**src/rtl/ghost_pkg.sv**
```systemverilog
// Shared ghost-mode encodings, game-state constant and the per-level
// schedule/frightened duration tables in ms.
package ghost_pkg;

    typedef enum logic [1:0] {
        MODE_SCATTER = 2'd0,
        MODE_CHASE   = 2'd1,
        MODE_FRIGHT  = 2'd2
    } mode_t;

    localparam logic [3:0] GS_PLAY = 4'd2;

    // Phase 7 never expires, so its duration is never consulted.
    function automatic logic [20:0] phase_ms(input logic [7:0] level, input logic [2:0] phase);
        logic first_level;
        logic late_level;
        first_level = (level <= 8'd1);
        late_level  = (level >= 8'd5);
        case (phase)
            3'd0, 3'd2: phase_ms = late_level ? 21'd5000 : 21'd7000;
            3'd1, 3'd3: phase_ms = 21'd20000;
            3'd4:       phase_ms = 21'd5000;
            3'd5:       phase_ms = first_level ? 21'd20000 :
                                   (late_level ? 21'd1037000 : 21'd1033000);
            3'd6:       phase_ms = first_level ? 21'd5000 : 21'd17;
            default:    phase_ms = 21'd0;
        endcase
    endfunction

    function automatic logic [12:0] fright_ms(input logic [7:0] level);
        case (level)
            8'd0, 8'd1: fright_ms = 13'd6000;
            8'd2:       fright_ms = 13'd5000;
            8'd3:       fright_ms = 13'd4000;
            8'd4:       fright_ms = 13'd3000;
            8'd5:       fright_ms = 13'd2000;
            default:    fright_ms = 13'd1000;
        endcase
    endfunction

endpackage

```
**src/rtl/ghost_mode_scheduler_ms_tick_gen.sv**
```systemverilog
// Millisecond prescaler: counts enabled cycles and flags the wrap cycle.
module ms_tick_gen #(
    parameter int TICK_CYCLES = 50_000
) (
    input  logic i_clk,
    input  logic i_rst,
    input  logic i_en,
    input  logic i_clr,
    output logic o_tick
);

    localparam int CW = (TICK_CYCLES > 1) ? $clog2(TICK_CYCLES) : 1;
    localparam logic [CW-1:0] LAST = CW'(TICK_CYCLES - 1);

    logic [CW-1:0] count;

    assign o_tick = i_en && !i_clr && (count == LAST);

    always_ff @(posedge i_clk) begin
        if (i_rst || i_clr) begin
            count <= '0;
        end else if (i_en) begin
            count <= (count == LAST) ? '0 : count + 1'b1;
        end
    end

endmodule

```
**src/rtl/ghost_mode_scheduler.sv**
```systemverilog
// Global ghost mode sequencer: scatter/chase schedule, frightened timer, reverse/flash requests.
// mode_q: SCATTER | even phase running ; CHASE | odd phase running ; FRIGHT | fright timer nonzero
module ghost_mode_scheduler
    import ghost_pkg::*;
#(
    parameter int TICK_CYCLES = 50_000,
    parameter int FLASH_MS    = 2000
) (
    input  logic       i_clk,
    input  logic       i_rst,
    input  logic [3:0] i_game_state,
    input  logic [7:0] i_level,
    input  logic       i_ghost_reload,
    input  logic       i_energizer_eaten,
    output logic [1:0] o_mode,
    output logic [2:0] o_phase,
    output logic       o_reverse,
    output logic       o_fright_flash
);

    localparam logic [12:0] FLASH_LIM = 13'(FLASH_MS);

    logic        tick;
    logic [7:0]  level_q;
    logic [20:0] phase_cnt;
    logic [12:0] fright_cnt;
    logic [2:0]  phase_q;
    mode_t       mode_q;
    logic        reverse_q;
    logic        flash_q;
    logic [20:0] phase_dur;
    logic [12:0] fright_dur;

    // Energizer restarts the prescaler so the frightened period is a whole number of ticks.
    ms_tick_gen #(.TICK_CYCLES(TICK_CYCLES)) u_tick (
        .i_clk (i_clk),
        .i_rst (i_rst),
        .i_en  (i_game_state == GS_PLAY),
        .i_clr (i_ghost_reload || i_energizer_eaten),
        .o_tick(tick)
    );

    assign phase_dur  = phase_ms(level_q, phase_q);
    assign fright_dur = fright_ms(level_q);

    always_ff @(posedge i_clk) begin
        if (i_rst || i_ghost_reload) begin
            level_q    <= (i_level == 8'd0) ? 8'd1 : i_level;
            phase_cnt  <= '0;
            fright_cnt <= '0;
            phase_q    <= '0;
            mode_q     <= MODE_SCATTER;
            reverse_q  <= 1'b0;
            flash_q    <= 1'b0;
        end else if (i_energizer_eaten) begin
            fright_cnt <= fright_dur;
            mode_q     <= MODE_FRIGHT;
            reverse_q  <= 1'b1;
            flash_q    <= (fright_dur <= FLASH_LIM);
        end else begin
            reverse_q <= 1'b0;
            if (fright_cnt != 13'd0) begin
                if (tick) begin
                    fright_cnt <= fright_cnt - 1'b1;
                    flash_q    <= (fright_cnt != 13'd1) && ((fright_cnt - 1'b1) <= FLASH_LIM);
                    if (fright_cnt == 13'd1) begin
                        mode_q <= phase_q[0] ? MODE_CHASE : MODE_SCATTER;
                    end
                end
            end else if (tick && (phase_q != 3'd7)) begin
                if (phase_cnt == (phase_dur - 21'd1)) begin
                    phase_q   <= phase_q + 3'd1;
                    phase_cnt <= '0;
                    mode_q    <= phase_q[0] ? MODE_SCATTER : MODE_CHASE;
                    reverse_q <= 1'b1;
                end else begin
                    phase_cnt <= phase_cnt + 21'd1;
                end
            end
        end
    end

    assign o_mode         = mode_q;
    assign o_phase        = phase_q;
    assign o_reverse      = reverse_q;
    assign o_fright_flash = flash_q;

endmodule
```
**config.mk**
```make
export PLATFORM = sky130hd
export DESIGN_NAME = ghost_mode_scheduler
export DESIGN_NICKNAME = d
export VERILOG_FILES = /design/src/rtl/ghost_pkg.sv /design/src/rtl/ghost_mode_scheduler_ms_tick_gen.sv /design/src/rtl/ghost_mode_scheduler.sv
export SDC_FILE = /design/constraint.sdc
export NUM_CORES = 1
export LEC_CHECK = 0
export CORE_UTILIZATION = 35
export CTS_CLUSTER_SIZE = 24
export DETAILED_ROUTE_END_ITERATION = 12
export DONT_BUFFER_PORTS = 1
export GPL_TIMING_DRIVEN = 1
export PLACE_DENSITY = 0.5
export SYNTH_ARGS = -nofsm -noshare
export SYNTH_HDL_FRONTEND = slang
export SYNTH_SLANG_ARGS = --single-unit
```
**constraint.sdc**
```tcl
create_clock -name i_clk -period 8.6 [get_ports i_clk]
set_input_delay 1.29 -clock i_clk [delete_from_list [all_inputs] [get_ports i_clk]]
set_output_delay 1.29 -clock i_clk [all_outputs]
set_load 0.05 [all_outputs]
```
Yosys cells after proc, flatten, opt, wreduce, memory -nomap -nowiden:

Cells that the tools add are included.
W data, S select, Z words.

* input port bits: 16
* memories: 0
* RAM bits: 0
* logic and storage cells: 94
* ROM bits: 0
* output and inout bits: 7
* bits in registers: 65
* latch bits: 0

* shifts and indexed selects: 0
* reduce and logical (&&, ||, !) cells: 27
* magnitude comparators: 4
* eq/ne operators: 21
* add/sub/neg operators: 5
* bitwise gates (word level): 2
* multiply operators: 0
* div/mod/pow operators: 0
* muxes and demuxes: 26

Operator list (count)
* $pmux W20 S5: 1
* $mux W13: 5
* $pmux W13 S5: 1
* $le A13 B11 Y1 const B: 2
* $add A21 B1 Y21 const B: 1
* $eq A21 B21 Y1: 1
* $mux W21: 1
* $sub A21 B1 Y21 const B: 1
* $mux W20: 1
* $add A16 B1 Y16 const B: 1
* $eq A16 B16 Y1 const B: 1
* $eq A8 B2 Y1 const B: 2
* $eq A8 B3 Y1 const B: 2
* $logic_not A8 Y1: 2
* $mux W16: 1
* $eq A13 B1 Y1 const B: 1
* $ne A13 B1 Y1 const B: 1
* $reduce_bool A13 Y1: 1
* $sub A13 B1 Y13 const B: 1
* $mux W12: 1
* $mux W2: 6
* $reduce_and A4 Y1: 3
* $eq A3 B3 Y1 const B: 3
* $mux W1: 9
* 21 further kinds: 36

Logic depth before layout (Yosys ltp):

Gate-level depths: netlist of the first run.

* depth after elaboration: 10
* depth in mapped cells: 16

By module:

Synthesis of the first run repeated with hierarchy kept, for this count alone.

* cell total of the unflattened synthesis: 506
* area, all modules: 4194.0 µm²

By module, submodules not included
* ghost_mode_scheduler: cells an instance 423, instances 1, area each 3415.8 µm², sequential area each 1061.0 µm²
* ms_tick_gen: cells an instance 83, instances 1, area each 778.2 µm², sequential area each 320.3 µm²

Worst setup path after synthesis of the first run:

No wires, ideal clock.

* kind: input port to flip-flop
* from: in i_game_state[0]
* to: reg phase_cnt[0]
* slack: 5243 ps
* data arrival time: 3243 ps
* buffers on the path: 2
* cell stages on the path: 9
* path through: nor4b_4 > nand4_1 > or4_1 > buf_6 > nor3_4 > nand3_2 > o21ai_2 > buf_6 > nor2_1

* cells in the longest elaborated chain, start to end: 5

RTL lines
* from (decl): line ghost_mode_scheduler.sv:11 `input logic [3:0] i_game_state,`
* $eq A4 B2 Y1: line ghost_mode_scheduler.sv:38 `.i_en (i_game_state == GS_PLAY),`
* $logic_and A1 B1 Y1 (2 in a row): line ghost_mode_scheduler_ms_tick_gen.sv:17 `assign o_tick = i_en && !i_clr && (count == LAST);`
* $logic_and A1 B1 Y1: line ghost_mode_scheduler.sv:70 `end else if (tick && (phase_q != 3'd7)) begin`
* $reduce_and A3 Y1 (no line)
* to (signal assigned): line ghost_mode_scheduler.sv:77 `phase_cnt <= phase_cnt + 21'd1;`
* to (decl): line ghost_mode_scheduler.sv:25 `logic [20:0] phase_cnt;`

Every way passes these cells.
A chain may end at the register's enable or synchronous reset.

Worst setup path after layout of the first run:

* from: reg phase_q[0] (netlist: o_phase[0])
* to: reg phase_cnt[12]

* cells in the longest elaborated chain, start to end: 6
* elaborated cells between the ends (all ways): 16

RTL lines
* from (decl): line ghost_mode_scheduler.sv:27 `logic [2:0] phase_q;`
* from (signal assigned): line ghost_mode_scheduler.sv:72 `phase_q <= phase_q + 3'd1;`
* $eq A3 B1 Y1 (tied with other cells): line ghost_pkg.sv:19 `case (phase)`
* $reduce_or A2 Y1: line ghost_pkg.sv:19
* $pmux W20 S5: line ghost_pkg.sv:19
* $sub A21 B1 Y21: line ghost_mode_scheduler.sv:71 `if (phase_cnt == (phase_dur - 21'd1)) begin`
* $eq A21 B21 Y1: line ghost_mode_scheduler.sv:71
* $mux W21: line ghost_mode_scheduler.sv:71

Several ways; a longest one is shown, not always the timed one.

==> metrics.md, run 1 <==
| Metric | Value |
|---|---|
| Fill cells | `1197` |
| Ys flop type | `dfxtp_1` |
| Post-Route Setup TNS | `0 ns` |
| Via count | `3433` |
| Maximum vdd drop | `0.0937 mV` |
| Most common cell after layout, fill and taps aside | `nor2_1` |
| Status | `finished, final reports clean` |
| Seq/Total Area, Yosys | `0.336` |
| Switching share of total power | `0.239` |
| Core ar. | `11400 sq um` |
| Die X | `110 microns` |
| Final worst-path cycle share | `0.501` |
| Worst-Margin Slew | `1.02 ns` |
| Crit start category | `flip-flop` |
| Hold Vio Cnt, Final | `0` |
| GR Overflow Total | `0` |
| Fmax | `0.232 GHz` |
| Initial antenna violation count | `0` |
| DIE AREA | `12200 sq um` |
| Largest net degree at the start of global routing | `26` |
| Dpl ws | `4.24 ns` |
| Synth Instances | `504` |
| Nets | `518` |
| Internal | `551 uW` |
| Critical-path cell list | `ha_1 -> nand2_1 -> a21oi_1 -> nor2_1 -> ha_1 -> inv_1 -> o41ai_1 -> a221oi_1 -> xor2_1 -> o21a_1 -> nand4_1 -> o21ai_2 -> nor2_1` |
| Post_cts resized | `0` |
| Final WS setup | `4.29 ns` |
| Dominant cell type by area after synthesis | `dfxtp_1` |
| Slew margin rel. | `0.314` |
| Ys Warns | `0` |
| Final setup fails | `0` |
| Fraction of layout cells with a size suffix above 1 | `0.0687` |
| CTS tree | `built` |
| P per Cell Area | `163 nW/um^2` |
| Clock transition at path regs | `0.06 ns` |
| Gate power share | `0.050` |
| Area grow syn2layout | `8.09%` |
| Sw power | `173 uW` |
| Hold_buf cts | `0` |
| Seq cells post-synth | `65` |
| Residual DRC | `0` |
| Std-Cell Rows | `39` |
| Sequential share of power | `0.450` |
| Slowest stage cell, crit path | `dfxtp_1` |
| Starting density of the core | `0.360` |
| Pre-antenna DRT Iters | `5` |
| Hpwl dp | `6990 microns` |
| Most frequent cells in the layout | `nor2_1 (81), dfxtp_1 (57), nand2_1 (40)` |
| Req. time, crit path | `8.78 ns` |
| Drt wl/cell | `15.1 microns` |
| Slowest stage delay, CP | `0.77 ns` |
| RePlAce Congestion | `0.894` |
| Clk_lat worst skew | `0.33 ns` |
| Slew Viols, Final | `0` |
| Wirelength, routed | `9640 microns` |
| Tmin final | `4.31 ns` |
| Area contributors post-synth | `dfxtp_1 (28%), nor2_1 (7.4%), xnor2_1 (6.0%)` |
| 1st-iter DRT viols | `152` |
| WS Path Type | `reg2reg` |
| Vert. Die Dim | `110 microns` |
| Vias per cell | `5.38` |
| Number of post-CTS setup repair buffers | `0` |
| Overall Power | `723 uW` |
| CTS Sinks | `65` |
| GRT Total Usage | `0.163` |
| First-pass GRT wire length | `16100 microns` |
| Ports | `23` |
| Syn_area_per_cell | `8.16 sq um` |
| Clock buffer depth | `2` |
| RSZ-0062 raised after global routing | `no` |
| Critical Path AT | `4.49 ns` |
| Number of flops mapped to enable cells by yosys | `8` |
| Async S/R FF share, synth | `0` |
| H-tree depth reported by CTS | `3` |
| Critical path capture point type | `flip-flop` |
| Mapped Nets | `532` |
| Dpl cell area | `4160 sq um` |
| Distinct cells, synth | `64` |
| I/O Buffers | `0` |
| Cell Count, Final, Fillers Out | `638` |
| Fin area | `4450 sq um` |
| Synth top area share | `0.277` |
| Hold Crit Class | `reg2reg` |
| Max-cap viol count | `0` |
| Clk root buf | `clkbuf_16` |
| Post-detailed-route count of antenna-violating nets | `0` |
| Vias in the first global route | `3254` |
| Clock buffer count from CTS | `9` |
| Worst clock skew | `0.00757 ns` |
| Diodes inserted | `0` |
| Cells after DPL | `622` |
| Mapped Area | `4110 sq um` |
| Clock power frac | `0.500` |
| P_leak | `0.00152 uW` |
| Worst Path Max Fanout | `20` |
area by class of cell:
cell class,instances,area [sq um],share of cell area
flip-flops and latches,65,1380,0.311
clock buffers,11,233,0.0523
inverters,13,48.8,0.0110
clock inverters,5,55.1,0.0124
multi-input cells,401,2550,0.573
well taps,143,179,0.0402
synthesized netlist by cell type (3+ instances only):
cell and n:
ha_1 12, nor4_1 7, a211oi_1 5, and2_1 3, edfxtp_1 8, o21ai_0 23
nor4_4 3, nand2b_1 3, nor3b_1 3, or4_1 4, and4_1 4, a21oi_1 33
xnor2_1 28, dfxtp_1 57, nand2_1 40, nor2b_1 3, buf_6 4, o22ai_1 3
nand4_1 6, or3_1 6, clkbuf_1 16, and3_1 15, o211a_1 3, nand3_1 19
nor3_2 3, nor3_1 20, inv_1 12, o21a_1 8, xor2_1 22, nor2_1 81
mux2i_1 4
routing by layer:
| metal | global-route usage | vias up | routed length [microns] |
|---|---|---|---|
| met5 | 0 | - | 0 |
| met3 | 0.0296 | 12 | 422 |
| met4 | 0.0676 | 0 | 162 |
| li1 | - | 1756 | - |
| met2 | 0.249 | 63 | 4260 |
| met1 | 0.226 | 1602 | 4790 |
logic make-up after synthesis:
group,after synthesis,synth area share
xor gates and xnor gates,50,0.106
and+or+nand+nor,241,0.323
buffers and inverters,38,0.0444
muxes,4,0.00973
AOI/OAI and AO/OA,93,0.142
adders and majority gates,13,0.0389
DFF,65,0.336
metrics by stage:
step	hold slack, ns	util
global route	0.537	0.389
finish	0.501	0.389
global placement	0.487	0.364
detailed placement	0.493	0.364
CTS	0.503	0.389
floorplan	0.462	-
registers in the layout, summed over array words and instances (netlist names):
register / cells
o_fright_flash: 1
level_q: 8
o_reverse: 1
o_phase: 3
fright_cnt: 13
u_tick.count: 16
o_mode: 2
phase_cnt: 21
final timing paths:
kind         cells after the start                to  slack, ns        startpoint
min                              2  u_tick.count[14]       0.50  u_tick.count[14]
min reg2reg                      2  u_tick.count[14]       0.50  u_tick.count[14]
max                             13     phase_cnt[12]       4.29        o_phase[0]
max reg2reg                     13     phase_cnt[12]       4.29        o_phase[0]
critical path, delay by kind of cell, from the launching register on:
| family | cells | cell delay, ns |
|---|---|---|
| buffers and inverters | 1 | 0.11 |
| flip-flops | 1 | 0.77 |
| AND/OR/NAND/NOR | 4 | 0.68 |
| AO/OA/AOI/OAI | 5 | 1.78 |
| adder cells (fa/ha/maj) | 2 | 0.64 |
| XOR/XNOR | 1 | 0.17 |
power by group through the flow:
| stage | clock network, uW | registers [uW] | logic [uW] |
|---|---|---|---|
| floorplan | 0 | 328 | 35.0 |
| global placement | 0 | 332 | 35.6 |
| detailed placement | 0 | 332 | 35.7 |
| CTS | 376 | 325 | 35.9 |
| global route | 385 | 327 | 39.9 |
| finish | 362 | 326 | 35.9 |
Note: power is estimated with default switching activity, not from simulation.
==> run 2: changes to the inputs <==
--- a/config.mk
+++ b/config.mk
@@ -10,7 +10,7 @@
 export DETAILED_ROUTE_END_ITERATION = 12
 export DONT_BUFFER_PORTS = 1
 export GPL_TIMING_DRIVEN = 1
-export PLACE_DENSITY = 0.5
+export PLACE_DENSITY = 0.52
 export SYNTH_ARGS = -nofsm -noshare
 export SYNTH_HDL_FRONTEND = slang
 export SYNTH_SLANG_ARGS = --single-unit
==> constraint.sdc (replaced) <==
create_clock -name i_clk -period 3.6 [get_ports i_clk]
set_input_delay 0.54 -clock i_clk [delete_from_list [all_inputs] [get_ports i_clk]]
set_output_delay 0.54 -clock i_clk [all_outputs]
set_load 0.05 [all_outputs]
==> metrics.md, run 2 (synthesized netlist as in run 1, its figures left out) <==
| Metric | Value |
|---|---|
| Reg2reg end | `phase_cnt[11]` |
| Sequential share of power | `0.472` |
| Internal | `1250 uW` |
| P_leak | `0.00157 uW` |
| RePlAce Congestion | `0.905` |
| Worst hold margin | `0.288 ns` |
| Maximum vdd drop | `0.205 mV` |
| Hold path startpoint | `i_energizer_eaten` |
| Largest register by flop count | `phase_cnt` |
| Clock power frac | `0.470` |
| Cells after DPL | `632` |
| Max reg flops | `21` |
| DIE AREA | `12200 sq um` |
| Clock transition at path regs | `0.06 ns` |
| I/O Buffers | `0` |
| Pre-antenna DRT Iters | `4` |
| Post-detailed-route count of antenna-violating nets | `0` |
| Ports | `23` |
| Vias per cell | `5.39` |
| Reg2reg setup slack | `0.27 ns` |
| Vias in the first global route | `3327` |
| Req. time, crit path | `3.81 ns` |
| Reg2reg start | `level_q[2]` |
| Post-Route Setup TNS | `0 ns` |
| Largest net degree at the start of global routing | `26` |
| Worst clock skew | `0.00881 ns` |
| Slew Viols, Final | `0` |
| Worst Path Max Fanout | `20` |
| Status | `finished, final reports clean` |
| Critical Path AT | `3.54 ns` |
| Most frequent CP cell | `inv_1` |
| Slowest stage cell, crit path | `edfxtp_1` |
| Final worst-path cycle share | `0.925` |
| GRT Total Usage | `0.165` |
| CTS tree | `built` |
| Cell Count, Final, Fillers Out | `652` |
| Gate power share | `0.058` |
| Critical path capture point type | `flip-flop` |
| Slew margin rel. | `0.568` |
| Nets | `532` |
| Biggest regs | `phase_cnt: 21 flops, u_tick.count: 16 flops, fright_cnt: 13 flops` |
| Hold Path Sink | `u_tick.count[2]` |
| Overall Power | `1650 uW` |
| Diodes inserted | `0` |
| Sw power | `396 uW` |
| Max-cap viol count | `0` |
| Worst R2R Path Depth | `13` |
| Clk_lat worst skew | `0.33 ns` |
| 1st-iter DRT viols | `203` |
| Switching share of total power | `0.240` |
| WS Path Type | `reg2reg` |
| Critical-path cell list | `nor4_4 -> a21oi_1 -> inv_1 -> ha_1 -> inv_1 -> o41ai_1 -> a221oi_1 -> xor2_1 -> o21a_1 -> nand4_1 -> o21ai_2 -> buf_4 -> nor2_1` |
| Hold Crit Class | `in2reg` |
| Initial antenna violation count | `0` |
| Clock buffer depth | `2` |
| Clock buffer count from CTS | `9` |
| Final setup fails | `0` |
| H-tree depth reported by CTS | `3` |
| Most common cell after layout, fill and taps aside | `nor2_1` |
| Crit start category | `flip-flop` |
| Vert. Die Dim | `110 microns` |
| Hpwl dp | `7150 microns` |
| GR Overflow Total | `0` |
| Wirelength, routed | `9640 microns` |
| Starting density of the core | `0.360` |
| Fraction of layout cells with a size suffix above 1 | `0.0923` |
| Area grow syn2layout | `10.0%` |
| Hold path depth | `1` |
| Residual DRC | `0` |
| RSZ-0062 raised after global routing | `no` |
| Hold Vio Cnt, Final | `0` |
| Die X | `110 microns` |
| CP top delay family | `compound AO/OA/AOI/OAI gates` |
| CTS Sinks | `65` |
| Clk root buf | `clkbuf_16` |
| P per Cell Area | `364 nW/um^2` |
| WP buf/inv | `3` |
| Most frequent cells in the layout | `nor2_1 (81), dfxtp_1 (57), nand2_1 (40)` |
| First-pass GRT wire length | `16400 microns` |
| Via count | `3517` |
| Tmin final | `3.33 ns` |
| Core ar. | `11400 sq um` |
| Std-Cell Rows | `39` |
| Drt wl/cell | `14.8 microns` |
| Hold_buf cts | `0` |
| Fmax | `0.300 GHz` |
| Slowest stage delay, CP | `0.55 ns` |
| Worst-Margin Slew | `0.646 ns` |
==> run 2: cell types whose count changed in the layout (fill, tap and decap cells not counted) <==
cell	change
a211oi_1	-1
clkbuf_1	+2
buf_4	+14
clkinvlp_4	+1
bufinv_16	-1
inv_4	-1
clkinv_4	-1
a211oi_2	+1
==> run 2: cell type report <==
cell class	count	area [sq um]
Inverter	13	48.8
Timing Repair Buffer	14	105
Multi-Input combinational cell	401	2550
Tap cell	143	179
Fill cell	1196	6890
Clock buffer	13	240
Clock inverter	3	17.5
Sequential cell	65	1380
==> run 2: per-stage QoR <==
stage / setup slack [ns] / area, sq um / util
2_1_floorplan: 0.276 / 4110 / -
3_3_place_gp: 0.440 / 4230 / 0.371
3_5_place_dp: 0.281 / 4230 / 0.371
4_1_cts: 0.250 / 4490 / 0.393
5_1_grt: 0.0271 / 4530 / 0.396
6_report: 0.270 / 4530 / 0.396
==> run 2: power groups by stage <==
stage          Combinational (uW)  Sequential [uW]  Clock, uW
6_report                     95.8              777        774
5_1_grt                       106              779        830
4_1_cts                      89.1              777        796
3_5_place_dp                 88.5              792          0
3_3_place_gp                 88.1              792          0
2_1_floorplan                83.7              783          0
==> run 2: repair_timing <==
item	4_1_cts	5_1_grt
setup endpoints to repair	0	17
gates resized for setup	0	1
endpoints found under the hold margin	0	0
setup buffers	0	4
==> run 2: how the worst max path moves through the flow <==
stage / from / to / slack (ns) / cells past startpoint
floorplan: o_phase[0] / phase_cnt[0] / 0.28 / 16
global placement: level_q[1] / phase_cnt[16] / 0.44 / 12
detailed placement: level_q[1] / phase_cnt[11] / 0.28 / 13
CTS: level_q[1] / phase_cnt[11] / 0.25 / 13
global route: level_q[2] / phase_cnt[17] / 0.03 / 12
finish: level_q[2] / phase_cnt[11] / 0.27 / 13
==> run 2: routing by layer <==
layer | vias up | wire length (microns) | global-route usage
met1 | 1665 | 4690 | 0.219
met3 | 6 | 479 | 0.0538
met4 | 0 | 79 | 0.0444
met5 | - | 0 | 0
li1 | 1775 | - | -
met2 | 71 | 4390 | 0.257
